==> config.mk <==
export PLATFORM = sky130hd
export DESIGN_NAME = dmem_arbiter
export DESIGN_NICKNAME = d
export VERILOG_FILES = /design/src/rtl/dmem_arbiter.sv
export SDC_FILE = /design/constraint.sdc
export NUM_CORES = 1
export LEC_CHECK = 0
export CORE_ASPECT_RATIO = 0.8
export CORE_UTILIZATION = 27
export DETAILED_ROUTE_END_ITERATION = 10
export PLACE_DENSITY = 0.86
export SETUP_SLACK_MARGIN = 0.3
export SYNTH_ARGS = -nofsm -noshare
export SYNTH_HDL_FRONTEND = slang
export SYNTH_SLANG_ARGS = --single-unit
==> constraint.sdc <==
create_clock -name clk -period 2 [get_ports clk]
set_clock_uncertainty 0.2 [all_clocks]
set_input_delay 0.4 -clock clk [delete_from_list [all_inputs] [get_ports clk]]
set_output_delay 0.4 -clock clk [all_outputs]
set_load 0.01 [all_outputs]
==> src/rtl/dmem_arbiter.sv <==
// -----------------------------------------------------------------------------
// dmem_arbiter
//
// Shares the single data-memory port between the core load/store path and an
// external host port (debug / loader / DMA). The core has default priority; a
// starvation counter forces a host slot after MaxCoreBurst contested cycles
// the core has won. Host reads come back registered, one cycle after the
// grant, with a single-cycle valid pulse.
//
// Optional feature macro: DMEM_ARB_ERR_EN
//   defined   -> adds host_err (registered with host_rvalid) and
//                core_err_sticky (set on a misaligned core access, cleared
//                only by reset).
//   undefined -> neither port exists and mem_alignment_error is not used.
//
// Ports
//   clk, reset            clock, asynchronous active-low reset
//   core_*                core request (req/we/addr/wdata/width/sign_extend)
//   core_rdata            mem_data_out passed straight through
//   core_stall            core requested but lost arbitration this cycle
//   host_*                host request (req/we/addr/wdata/width)
//   host_gnt              host request accepted this cycle (combinational)
//   host_rvalid/rdata     registered response, one cycle after host_gnt
//   mem_*                 shared memory port (outputs) and read/error inputs
//
// Handshake: the host raises host_req with stable we/addr/wdata/width and keeps
// them stable until host_gnt is seen high in the same cycle; that cycle is the
// transfer. Exactly one cycle later host_rvalid pulses with host_rdata (read
// data, or 0 for a write). There is no back-pressure on the response.
// -----------------------------------------------------------------------------
package dmem_arbiter_pkg;
  typedef enum logic [1:0] {
    WIDTH_BYTE = 2'd0,
    WIDTH_HALF = 2'd1,
    WIDTH_WORD = 2'd2
  } mem_width_t;
endpackage

module dmem_arbiter
  import dmem_arbiter_pkg::*;
#(
  parameter int unsigned AddrWidth    = 12,
  parameter int unsigned MaxCoreBurst = 4   // legal range 1..15
) (
  input  logic                 clk,
  input  logic                 reset,

  input  logic                 core_req,
  input  logic                 core_we,
  input  logic [AddrWidth-1:0] core_addr,
  input  logic [31:0]          core_wdata,
  input  mem_width_t           core_width,
  input  logic                 core_sign_extend,
  output logic [31:0]          core_rdata,
  output logic                 core_stall,

  input  logic                 host_req,
  input  logic                 host_we,
  input  logic [AddrWidth-1:0] host_addr,
  input  logic [31:0]          host_wdata,
  input  mem_width_t           host_width,
  output logic                 host_gnt,
  output logic                 host_rvalid,
  output logic [31:0]          host_rdata,
`ifdef DMEM_ARB_ERR_EN
  output logic                 host_err,
  output logic                 core_err_sticky,
`endif

  output logic                 mem_write_enable,
  output logic [AddrWidth-1:0] mem_address,
  output logic [31:0]          mem_data_in,
  output mem_width_t           mem_width,
  output logic                 mem_sign_extend,
  input  logic [31:0]          mem_data_out,
  input  logic                 mem_alignment_error
);

  localparam logic [3:0] BurstLimit = 4'(MaxCoreBurst);

  // Registered state
  logic [3:0]  starve_cnt_q, starve_cnt_d;
  logic        host_rvalid_q, host_rvalid_d;
  logic [31:0] host_rdata_q, host_rdata_d;

  // Arbitration results
  logic core_gnt;
  logic host_win;
  logic host_forced;

  // ---------------------------------------------------------------------------
  // Arbitration: core wins contested cycles until the counter reaches the
  // burst limit, at which point the host takes exactly one slot.
  // ---------------------------------------------------------------------------
  always_comb begin
    core_gnt    = 1'b0;
    host_win    = 1'b0;
    host_forced = (starve_cnt_q == BurstLimit);
    unique case ({core_req, host_req})
      2'b10:   core_gnt = 1'b1;
      2'b01:   host_win = 1'b1;
      2'b11: begin
        if (host_forced) host_win = 1'b1;
        else             core_gnt = 1'b1;
      end
      default: ;
    endcase
  end

  assign host_gnt   = host_req & host_win;
  assign core_stall = core_req & ~core_gnt;
  assign core_rdata = mem_data_out;

  // ---------------------------------------------------------------------------
  // Memory port mux. With no grant the core fields still drive the port so
  // the address path stays quiet, but the write enable is held low.
  // ---------------------------------------------------------------------------
  always_comb begin
    mem_address      = core_addr;
    mem_data_in      = core_wdata;
    mem_width        = core_width;
    mem_sign_extend  = core_sign_extend;
    mem_write_enable = core_we & core_gnt;
    if (host_win) begin
      mem_address      = host_addr;
      mem_data_in      = host_wdata;
      mem_width        = host_width;
      mem_sign_extend  = 1'b0;          // host loads always zero-extend
      mem_write_enable = host_we;
    end
  end

  // ---------------------------------------------------------------------------
  // Starvation counter: counts core wins while the host waits, saturating at
  // the burst limit. Any cycle without a pending host request, or the host
  // grant itself, restarts the count.
  // ---------------------------------------------------------------------------
  always_comb begin
    starve_cnt_d = starve_cnt_q;
    if (!host_req || host_gnt) begin
      starve_cnt_d = 4'd0;
    end else if (core_gnt && (starve_cnt_q != BurstLimit)) begin
      starve_cnt_d = starve_cnt_q + 4'd1;
    end
  end

  // ---------------------------------------------------------------------------
  // Host response: pulse valid one cycle after each grant; data holds between
  // grants so it stays stable for inspection.
  // ---------------------------------------------------------------------------
  always_comb begin
    host_rvalid_d = host_gnt;
    host_rdata_d  = host_rdata_q;
    if (host_gnt) begin
      host_rdata_d = host_we ? 32'd0 : mem_data_out;
    end
  end

  always_ff @(posedge clk or negedge reset) begin
    if (!reset) begin
      starve_cnt_q  <= 4'd0;
      host_rvalid_q <= 1'b0;
      host_rdata_q  <= 32'd0;
    end else begin
      starve_cnt_q  <= starve_cnt_d;
      host_rvalid_q <= host_rvalid_d;
      host_rdata_q  <= host_rdata_d;
    end
  end

  assign host_rvalid = host_rvalid_q;
  assign host_rdata  = host_rdata_q;

`ifdef DMEM_ARB_ERR_EN
  // ---------------------------------------------------------------------------
  // Error reporting: host error travels with the response pulse; the core
  // error is sticky until reset so software can poll it later.
  // ---------------------------------------------------------------------------
  logic host_err_q, host_err_d;
  logic core_err_sticky_q, core_err_sticky_d;

  always_comb begin
    host_err_d        = host_gnt & mem_alignment_error;
    core_err_sticky_d = core_err_sticky_q | (core_gnt & mem_alignment_error);
  end

  always_ff @(posedge clk or negedge reset) begin
    if (!reset) begin
      host_err_q        <= 1'b0;
      core_err_sticky_q <= 1'b0;
    end else begin
      host_err_q        <= host_err_d;
      core_err_sticky_q <= core_err_sticky_d;
    end
  end

  assign host_err        = host_err_q;
  assign core_err_sticky = core_err_sticky_q;
`else
  // Alignment error is not consumed in this build.
  logic unused_alignment_error;
  assign unused_alignment_error = mem_alignment_error;
`endif

endmodule

### After elaboration in Yosys (flattened, before gate mapping)

Cells that the tools add are included.

* bitwise operators: 4
* equal/unequal tests: 5
* $lt $le $gt $ge: 0
* divide/modulo/power cells: 0
* muxes and demuxes: 12
* $mul: 0
* shift operators: 0
* reductions and logical operators: 4
* add/subtract/negate cells: 1

Operators with widths (number)
* two-way mux 32 bit: 2
* two-way mux 12 bit: 1
* two-way mux 4 bit: 2
* adder 4 x 1 -> 4 bit (second input constant): 1
* == test 2 bit (second input constant): 2
* == test 4 x 3 -> 1 bit (second input constant): 1
* two-way mux 1 bit: 4
* inequality test 4 x 3 -> 1 bit (second input constant): 1
* case mux 1 bit (2 select lines): 2
* AND 1 bit: 3
* == test 2 x 1 -> 1 bit (second input constant): 1
* two-way mux 2 bit: 1
* nonzero test 2 bit: 1
* logical AND 1 bit: 1
* logical NOT 1 bit: 1
* logical OR 1 bit: 1
* inverter 1 bit: 1

* word-level logic and storage cells: 29
* memories kept: 0
* bits in registers: 37
* bits of input ports: 132
* output and inout bits: 115
* latch bits: 0
* ROM bits: 0
* memory bits (writable): 0

### Depth between registers and ports, before layout

Gate-level depths: netlist (run 1).

* word-level depth: 6
* gate-level depth with buffers: 6
* depth with buffers taken out: 5

### Worst setup path before layout (run 1)

OpenSTA, ideal clock, no wires.

* path kind: register to output
* start point: register starve_cnt_q[0]
* end point: output port mem_address[0]
* slack: -0.203 ns
* path buffers: 1
* data required time: 1.400 ns
* cell stages (with the launch flop): 7
* data arrival time: 1.603 ns
* cells stage by stage: dfrtp_1 inv_1 ha_1 nand3b_4 a21oi_4 buf_6 mux2_2

* word-level cells in the longest chain between the ends: 4

Ends and longest elaborated chain
* start, declared: RTL line 82 `logic [3:0] starve_cnt_q, starve_cnt_d;`
* start signal, assigned: RTL line 165 `starve_cnt_q <= starve_cnt_d;`
* == test 4 x 3 -> 1 bit: RTL line 98 `host_forced = (starve_cnt_q == BurstLimit);`
* two-way mux 1 bit: RTL line 103 `if (host_forced) host_win = 1'b1;`
* case mux 1 bit (2 select lines): RTL line 99 `unique case ({core_req, host_req})`
* two-way mux 12 bit: RTL line 124 `if (host_win) begin`
* end, declared: RTL line 71 `output logic [AddrWidth-1:0] mem_address,`

No other way between the ends.

### Worst setup path in the final report (run 1)

* start point: register starve_cnt_q[1]
* end point: output port mem_data_in[18]

* word-level cells in the longest chain between the ends: 4

Ends and longest elaborated chain
* == test 4 x 3 -> 1 bit: RTL line 98
* two-way mux 1 bit: RTL line 103
* case mux 1 bit (2 select lines): RTL line 99
* two-way mux 32 bit: RTL line 124
* end, declared: RTL line 72 `output logic [31:0] mem_data_in,`

No other way between the ends.

==> results of run 1 <==
[Yosys cell counts]
cell type	instances
xor2_1	1
nor2_1	5
nor2b_1	33
a21o_1	1
inv_1	4
nand2_1	3
o211ai_1	1
dfrtp_1	37
ha_1	2
a21oi_4	1
nand3b_4	1
mux2_2	78
clkbuf_1	3
buf_4	32
xnor2_1	1
buf_6	8
nand3_1	2
[report_power, final]
part | leakage, µW | switching, µW | internal (µW) | total [µW]
clock | 0.0000810 | 301 | 591 | 891
sequential | 0.000481 | 49.3 | 832 | 882
combinational | 0.00222 | 406 | 801 | 1210
[registers in the layout, indices dropped and copies added (netlist names)]
| name | cells |
|---|---|
| host_rdata | 32 |
| host_rvalid | 1 |
| starve_cnt_q | 4 |
[through the flow]
stage               power [µW]  cell area, µm²  hold slack [ns]
floorplan                 1390            2810          -0.0956
global placement          2050            5210            0.271
detailed placement        2060            5210            0.275
CTS                       3000            5740            0.309
global route              3110            5740            0.323
finish                    2980            5740            0.306
[worst max-delay path by stage]
stage | slack [ns] | end | startpoint
4_1_cts | -0.67 | mem_data_in[18] | starve_cnt_q[1]$_DFFE_PN0P_
6_report | -0.66 | mem_data_in[18] | starve_cnt_q[1]$_DFFE_PN0P_
3_3_place_gp | -0.81 | mem_data_in[5] | host_req
2_1_floorplan | -0.17 | mem_address[10] | starve_cnt_q[0]$_DFFE_PN0P_
5_1_grt | -0.74 | mem_address[5] | starve_cnt_q[1]$_DFFE_PN0P_
3_5_place_dp | -0.84 | mem_data_in[2] | host_req
[kinds of logic after synthesis]
logic type / share of synthesized area, %
compound gates: 1.25
xor+xnor: 0.700
fa+ha+maj: 1.00
buf+inv: 14.3
flops: 37.0
mux: 35.1
simple gates: 10.7
[layout make-up]
type / instances / area, µm²
inverter: 4 / 15.0
fill: 724 / 3300
sequential: 37 / 926
tap: 115 / 144
multi-input combinational: 129 / 1530
timing repair buffer: 294 / 2960
clock buffer: 6 / 129
clock inverter: 2 / 38.8
[timing repair]
action,4_1_cts,5_1_grt
hold buffers,1,0
endpoints found under the setup margin,148,96
pin swaps,3,2
resized for setup,400,22
buffers inserted,16,8
endpoints found under the hold margin,37,0
gates cloned,7,0
[worst reg2reg max path: stages, from the launching register on]
cell      delay (ns)
dfrtp_1         0.38
inv_1           0.06
ha_2            0.19
nand3b_4        0.09
a21oi_4         0.18
buf_12          0.15
buf_16          0.13
buf_6           0.09
buf_6           0.09
buf_12          0.10
buf_12          0.09
buf_12          0.13
buf_16          0.15
mux2_4          0.31
[metal layers]
layer	track usage [%]	wire length, µm
met3	3.72	720
met5	0	0
met2	35.9	5050
met4	4.97	138
met1	21.6	3800
==> metrics.cfg, run 1 <==
[clock_tree]
cts_root_buffer=clkbuf_16
clkLatencyLatePin_ns=0.27
clk_pin_slew_ns=0.06
cts_max_level=2
cts_sinks=37
cts_tree=yes
cts_buffers=5
clockBufferDepth=2

[die]
initial_utilization_pct=27.7
die_w_um=110
dieHeight_um=88.1
die_area_um2=9650
rows=31
core-area_um2=9040
pin_count=247

[global_routing]
grt_pass1_vias=2733
grt_pass1_wl_um=13800
grt_max_degree=38
antenna_found_initial=0
grt.total_usage_pct=18.9
overflow=0

[job]
drv_cap=0

[timing]
finalSetupTns_ns=-40.20
tightest_slew_ns=0.475
slew_viol_final=0
setup_viol=83
max_freq_mhz=377
finalHoldViolCount=0
maxSlewHeadroom_pct=68.3
setup_ws_ns=-0.655
finalCritPeriodShare_pct=133
rsz0062_at_grt=yes
finalCriticalPeriod_ns=2.66

[setup_path]
path_buf_inv=6
critPathRequiredTime_ns=1.40
cp_top_family=buffers and inverters
critPathMostFrequentCell=buf_12
critPathLaunchType=flip-flop
path_cells=inv_1 -> ha_2 -> nand3b_4 -> a21oi_4 -> buf_12 -> buf_12 -> buf_8 -> buf_16 -> mux2_4 -> buf_6
arrival_ns=2.06
crit_fanout=6
r2r_end=host_rdata[24]$_DFFE_PN0P_
slowest_delay_ns=0.38
crit_path_end_kind=output pin
r2r_cells=13
reg2reg_setup_slack_ns=-0.43
worst-setup-path-type=flip-flop to output pin
slowest_stage=dfrtp_1
worstReg2RegStart=starve_cnt_q[1]$_DFFE_PN0P_
crit_cells=10

[placed_design]
place_inst=547
io_buffers=245
dpl_worst_slack_ns=-0.840
dp_hpwl_um=6950
gp_congestion=0.788

[synthesis]
yosysTopAreaCell=dfrtp_1
syn-num-nets=347
synth.distinct_cells=17
syn_area_per_cell_um2=11.7
synthTopCellsByArea=dfrtp_1 37%, mux2_2 35%, buf_4 9.6%
syn_area_um2=2500
netlist_instances=213
yosys_warnings=0
synth_top_cell_area_share_pct=37.0
ys_seq_area_share_pct=37.0
ys_ff_latch=37

[drt]
vias_per_cell=4.35
route.detailed.drc=0
drt_pass1_iterations=4
wirelength_um=9710
drt-wirelength-per-cell_um=16.5
drt_first_iter_violations=47
vias=2555
final_antenna_net_count=0

[min_path]
holdPathStages=1
min_to=host_rdata[1]$_DFFE_PN0P_
hp-start=host_rdata[1]$_DFFE_PN0P_
min_path_type=flip-flop to flip-flop

[cells_and_area]
drive_gt1_share_pct=46.0
antenna_cells=0
final_core_util_pct=63.5
layout_common_cells=128 x clkdlybuf4s50_1, 78 x mux2_4, 49 x buf_6
area_growth_pct=130
finalNetCount=605
layout.cells.non_filler=587
layout.cells.most_common=clkdlybuf4s50_1

[power_and_ir_drop]
p_leak_uw=0.00278
ir_drop_mv=0.329
p_per_area_nw_per_um2=519

[outcome]
violations=setup timing
outcome=complete, but fails checks

Power figures use the tool's default switching activity.
==> run 2, diff against run 1 <==
Settings changed: CTS_CLUSTER_DIAMETER set to 80.
==> results of run 2 <==
The final DEF is identical to that of run 1; final timing and power are the same.
==> run 3, diff against run 2 <==
Settings changed: ABC_AREA set to 1, CORE_UTILIZATION 27 to 28, PLACE_DENSITY 0.86 to 0.85.
==> run 3 against run 2 <==
The flow finishes with violations (DRC, setup timing). Combinational power up 12%. Die area up 3.4%. Cell area up 23%. Count of clock-buffer cells in the layout unchanged. Critical path depth unchanged. Fmax up 7.4%. Sequential power down 0.8%. Sequential cell count unchanged. Synthesized cell count up 100%. Power up 0.16%. Via count up 64%. Register-to-register slack better by 0.29 ns.
==> metrics.cfg, run 3 <==
[cells_and_area]
design_area_um2=7070  ; +23%
layout.cells.most_common=clkdlybuf4s50_1
finalNetCount=837  ; +38%
largest_reg_flops=32  ; unchanged
multiInputGateArea_um2=2260  ; +48%
nFillCells=576  ; -20%
area_growth_pct=163
drive_gt1_share_pct=54.3  ; +8.4 points
layout_common_cells=125 x clkdlybuf4s50_1, 96 x nand2_2, 57 x buf_6
antenna_cells=0  ; unchanged
register_area_um2=926  ; unchanged

[job]
drv_cap=0  ; unchanged

[setup_path]
crit_fanout=7  ; +1
arrival_ns=1.87  ; -0.19 ns
r2r_cells=14  ; +1
r2r_end=host_rdata[13]$_DFFE_PN0P_
slowest_delay_ns=0.40  ; +0.02 ns
path_cells=inv_2 -> ha_4 -> nand2_2 -> inv_2 -> nand2_8 -> buf_4 -> buf_16 -> nand3_1 -> nand2_2 -> buf_2
endpoint=mem_data_in[9]
crit_cells=10  ; unchanged
cp_top_family=buffers and inverters
critPathRequiredTime_ns=1.40  ; about the same
path_buf_inv=5  ; -1
crit_start=starve_cnt_q[1]$_DFFE_PN0P_
critPathLaunchType=flip-flop
slowest_stage=dfrtp_1
reg2reg_setup_slack_ns=-0.14  ; +0.29 ns
crit_path_end_kind=output pin
worst-setup-path-type=flip-flop to output pin
worstReg2RegStart=starve_cnt_q[1]$_DFFE_PN0P_

[die]
die_area_um2=9980  ; +3.4%
core-area_um2=9190  ; +1.7%
rows=31  ; unchanged
initial_utilization_pct=29.2  ; +1.5 points
die_w_um=111  ; +1.7%
dieHeight_um=89.6  ; +1.7%
pin_count=247  ; unchanged

[clock_tree]
cts_buffers=5  ; unchanged
cts_tree=yes
cts_sinks=37  ; unchanged
clkLatencyLatePin_ns=0.27  ; about the same
cts_max_level=2  ; unchanged
clockBufferDepth=2  ; unchanged
clk_pin_slew_ns=0.06  ; about the same
cts_root_buffer=clkbuf_16

[synthesis]
syn-num-nets=560  ; +61%
synthFlopType=dfrtp_1
synth.distinct_cells=15  ; -2
yosys_warnings=0  ; unchanged
syn_area_um2=2680  ; +7.3%
yosys-top-cells-count=161 x nand2_1, 82 x nand3_1, 41 x buf_4
synth_top_cell_area_share_pct=34.5  ; -2.5 points
yosysTopAreaCell=dfrtp_1
synth-async-reset-ratio_pct=100  ; unchanged
synth_edf_count=0  ; unchanged
ys_ff_latch=37  ; unchanged
syn_area_per_cell_um2=6.30  ; -46%
ys_seq_area_share_pct=34.5  ; -2.5 points
synthTopCellsByArea=dfrtp_1 34%, nand2_1 23%, nand3_1 15%
netlist_instances=426  ; +100%
synth_most_common_cell=nand2_1

[global_routing]
overflow=0  ; unchanged
grt_pass1_wl_um=22000  ; +60%
grt_max_degree=33  ; -13%
grt_pass1_vias=4099  ; +50%
antenna_found_initial=0  ; unchanged
grt.total_usage_pct=28.6  ; +9.7 points

[drt]
drt_first_iter_violations=281  ; +500%
route.detailed.drc=16  ; +16
vias=4201  ; +64%
vias_per_cell=5.14  ; +18%
drt_pass1_iterations=7  ; +3
drt-wirelength-per-cell_um=20.7  ; +25%
final_antenna_net_count=0  ; unchanged
wirelength_um=16900  ; +74%

[timing]
finalHoldViolCount=0  ; unchanged
finalSetupTns_ns=-21.87  ; +18.32 ns
max_freq_mhz=404  ; +7.4%
finalCriticalPeriod_ns=2.47  ; -0.183 ns
finalCritPeriodShare_pct=124  ; -9.2 points
slew_viol_final=0  ; unchanged
tightest_slew_ns=0.455  ; -0.0201 ns
rsz0062_at_grt=yes
maxSlewHeadroom_pct=69.7  ; +1.3 points
hold_slack_ns=0.308  ; +0.00289 ns
setup_ws_ns=-0.472  ; +0.183 ns
setup_viol=78  ; -6.0%

[placed_design]
dpl_worst_slack_ns=-0.859  ; -0.0185 ns
gp_congestion=0.901  ; +14%
io_buffers=245  ; unchanged
placed_cell_area_um2=5270  ; +1.2%
dp_hpwl_um=8200  ; +18%

[outcome]
violations=DRC, setup timing
outcome=complete, but fails checks

[power_and_ir_drop]
p_per_area_nw_per_um2=422  ; -19%
p_leak_uw=0.00378  ; +36%
ir_drop_mv=0.293  ; -11%

[min_path]
min_path_type=flip-flop to flip-flop
hp-start=host_rdata[21]$_DFFE_PN0P_

## run 3: cells by family after synthesis
family,count (synthesis),synth area share (%)
xor gates and xnor gates,1,0.326
and+or+nand+nor,286,44.4
adders and majority gates,2,0.932
DFF,37,34.5
buffers and inverters,100,19.9
## run 3: stage by stage
stage / util, % / std cells / power [µW]
after global placement: 57.3 / 753 / 1940
after floorplan: - / 426 / 1280
final: 76.9 / 818 / 2980
after global routing: 76.9 / 818 / 3110
after CTS: 69.7 / 808 / 2790
after detailed placement: 57.3 / 753 / 1960
## run 3: area by class of cell
| class | instances | area share [%] |
|---|---|---|
| timing repair buffer | 326 | 48.8 |
| multi-input combinational | 293 | 32.0 |
| sequential | 37 | 13.1 |
| inverter | 40 | 2.12 |
| tap | 115 | 2.04 |
| clock buffer | 6 | 1.82 |
| clock inverter | 1 | 0.124 |
## run 3: how the worst min path moves through the flow
stage	endpoint	slack [ns]	cells past startpoint
3_5_place_dp	host_rdata[15]$_DFFE_PN0P_	0.17	1
2_1_floorplan	host_rdata[0]$_DFFE_PN0P_	-0.1	0
3_3_place_gp	host_rdata[20]$_DFFE_PN0P_	0.17	1
5_1_grt	host_rdata[21]$_DFFE_PN0P_	0.34	2
6_report	host_rdata[21]$_DFFE_PN0P_	0.31	2
4_1_cts	host_rdata[28]$_DFFE_PN0P_	0.30	2
## run 3: report_power, final
part           internal, µW  total, µW  leakage [µW]  switching (µW)
registers               820        875      0.000486            54.9
logic                   728       1360       0.00323             630
clock network           457        752     0.0000669             295
## run 3: tightest hold or removal path, delay by kind of cell, from the launching register on
kind,cells,cell delay (ns)
DFF,1,0.35
and+or+nand+nor,2,0.12
## run 3: repair_timing
action                     CTS  global route
gates resized for setup    526           143
hold buffers                 1             0
setup endpoints to repair  148            87
setup buffers               32             6
cloned                      15             4
hold endpoints to repair    19             0
pin swaps                   51            54
## run 3: per-layer routing
layer	vias to the layer above	global-route usage, %	wire (µm)
li1	1835	-	-
met1	1988	31.5	6100
met2	280	50.5	8320
met3	98	9.63	1550
met4	0	14.5	937
met5	-	0	0
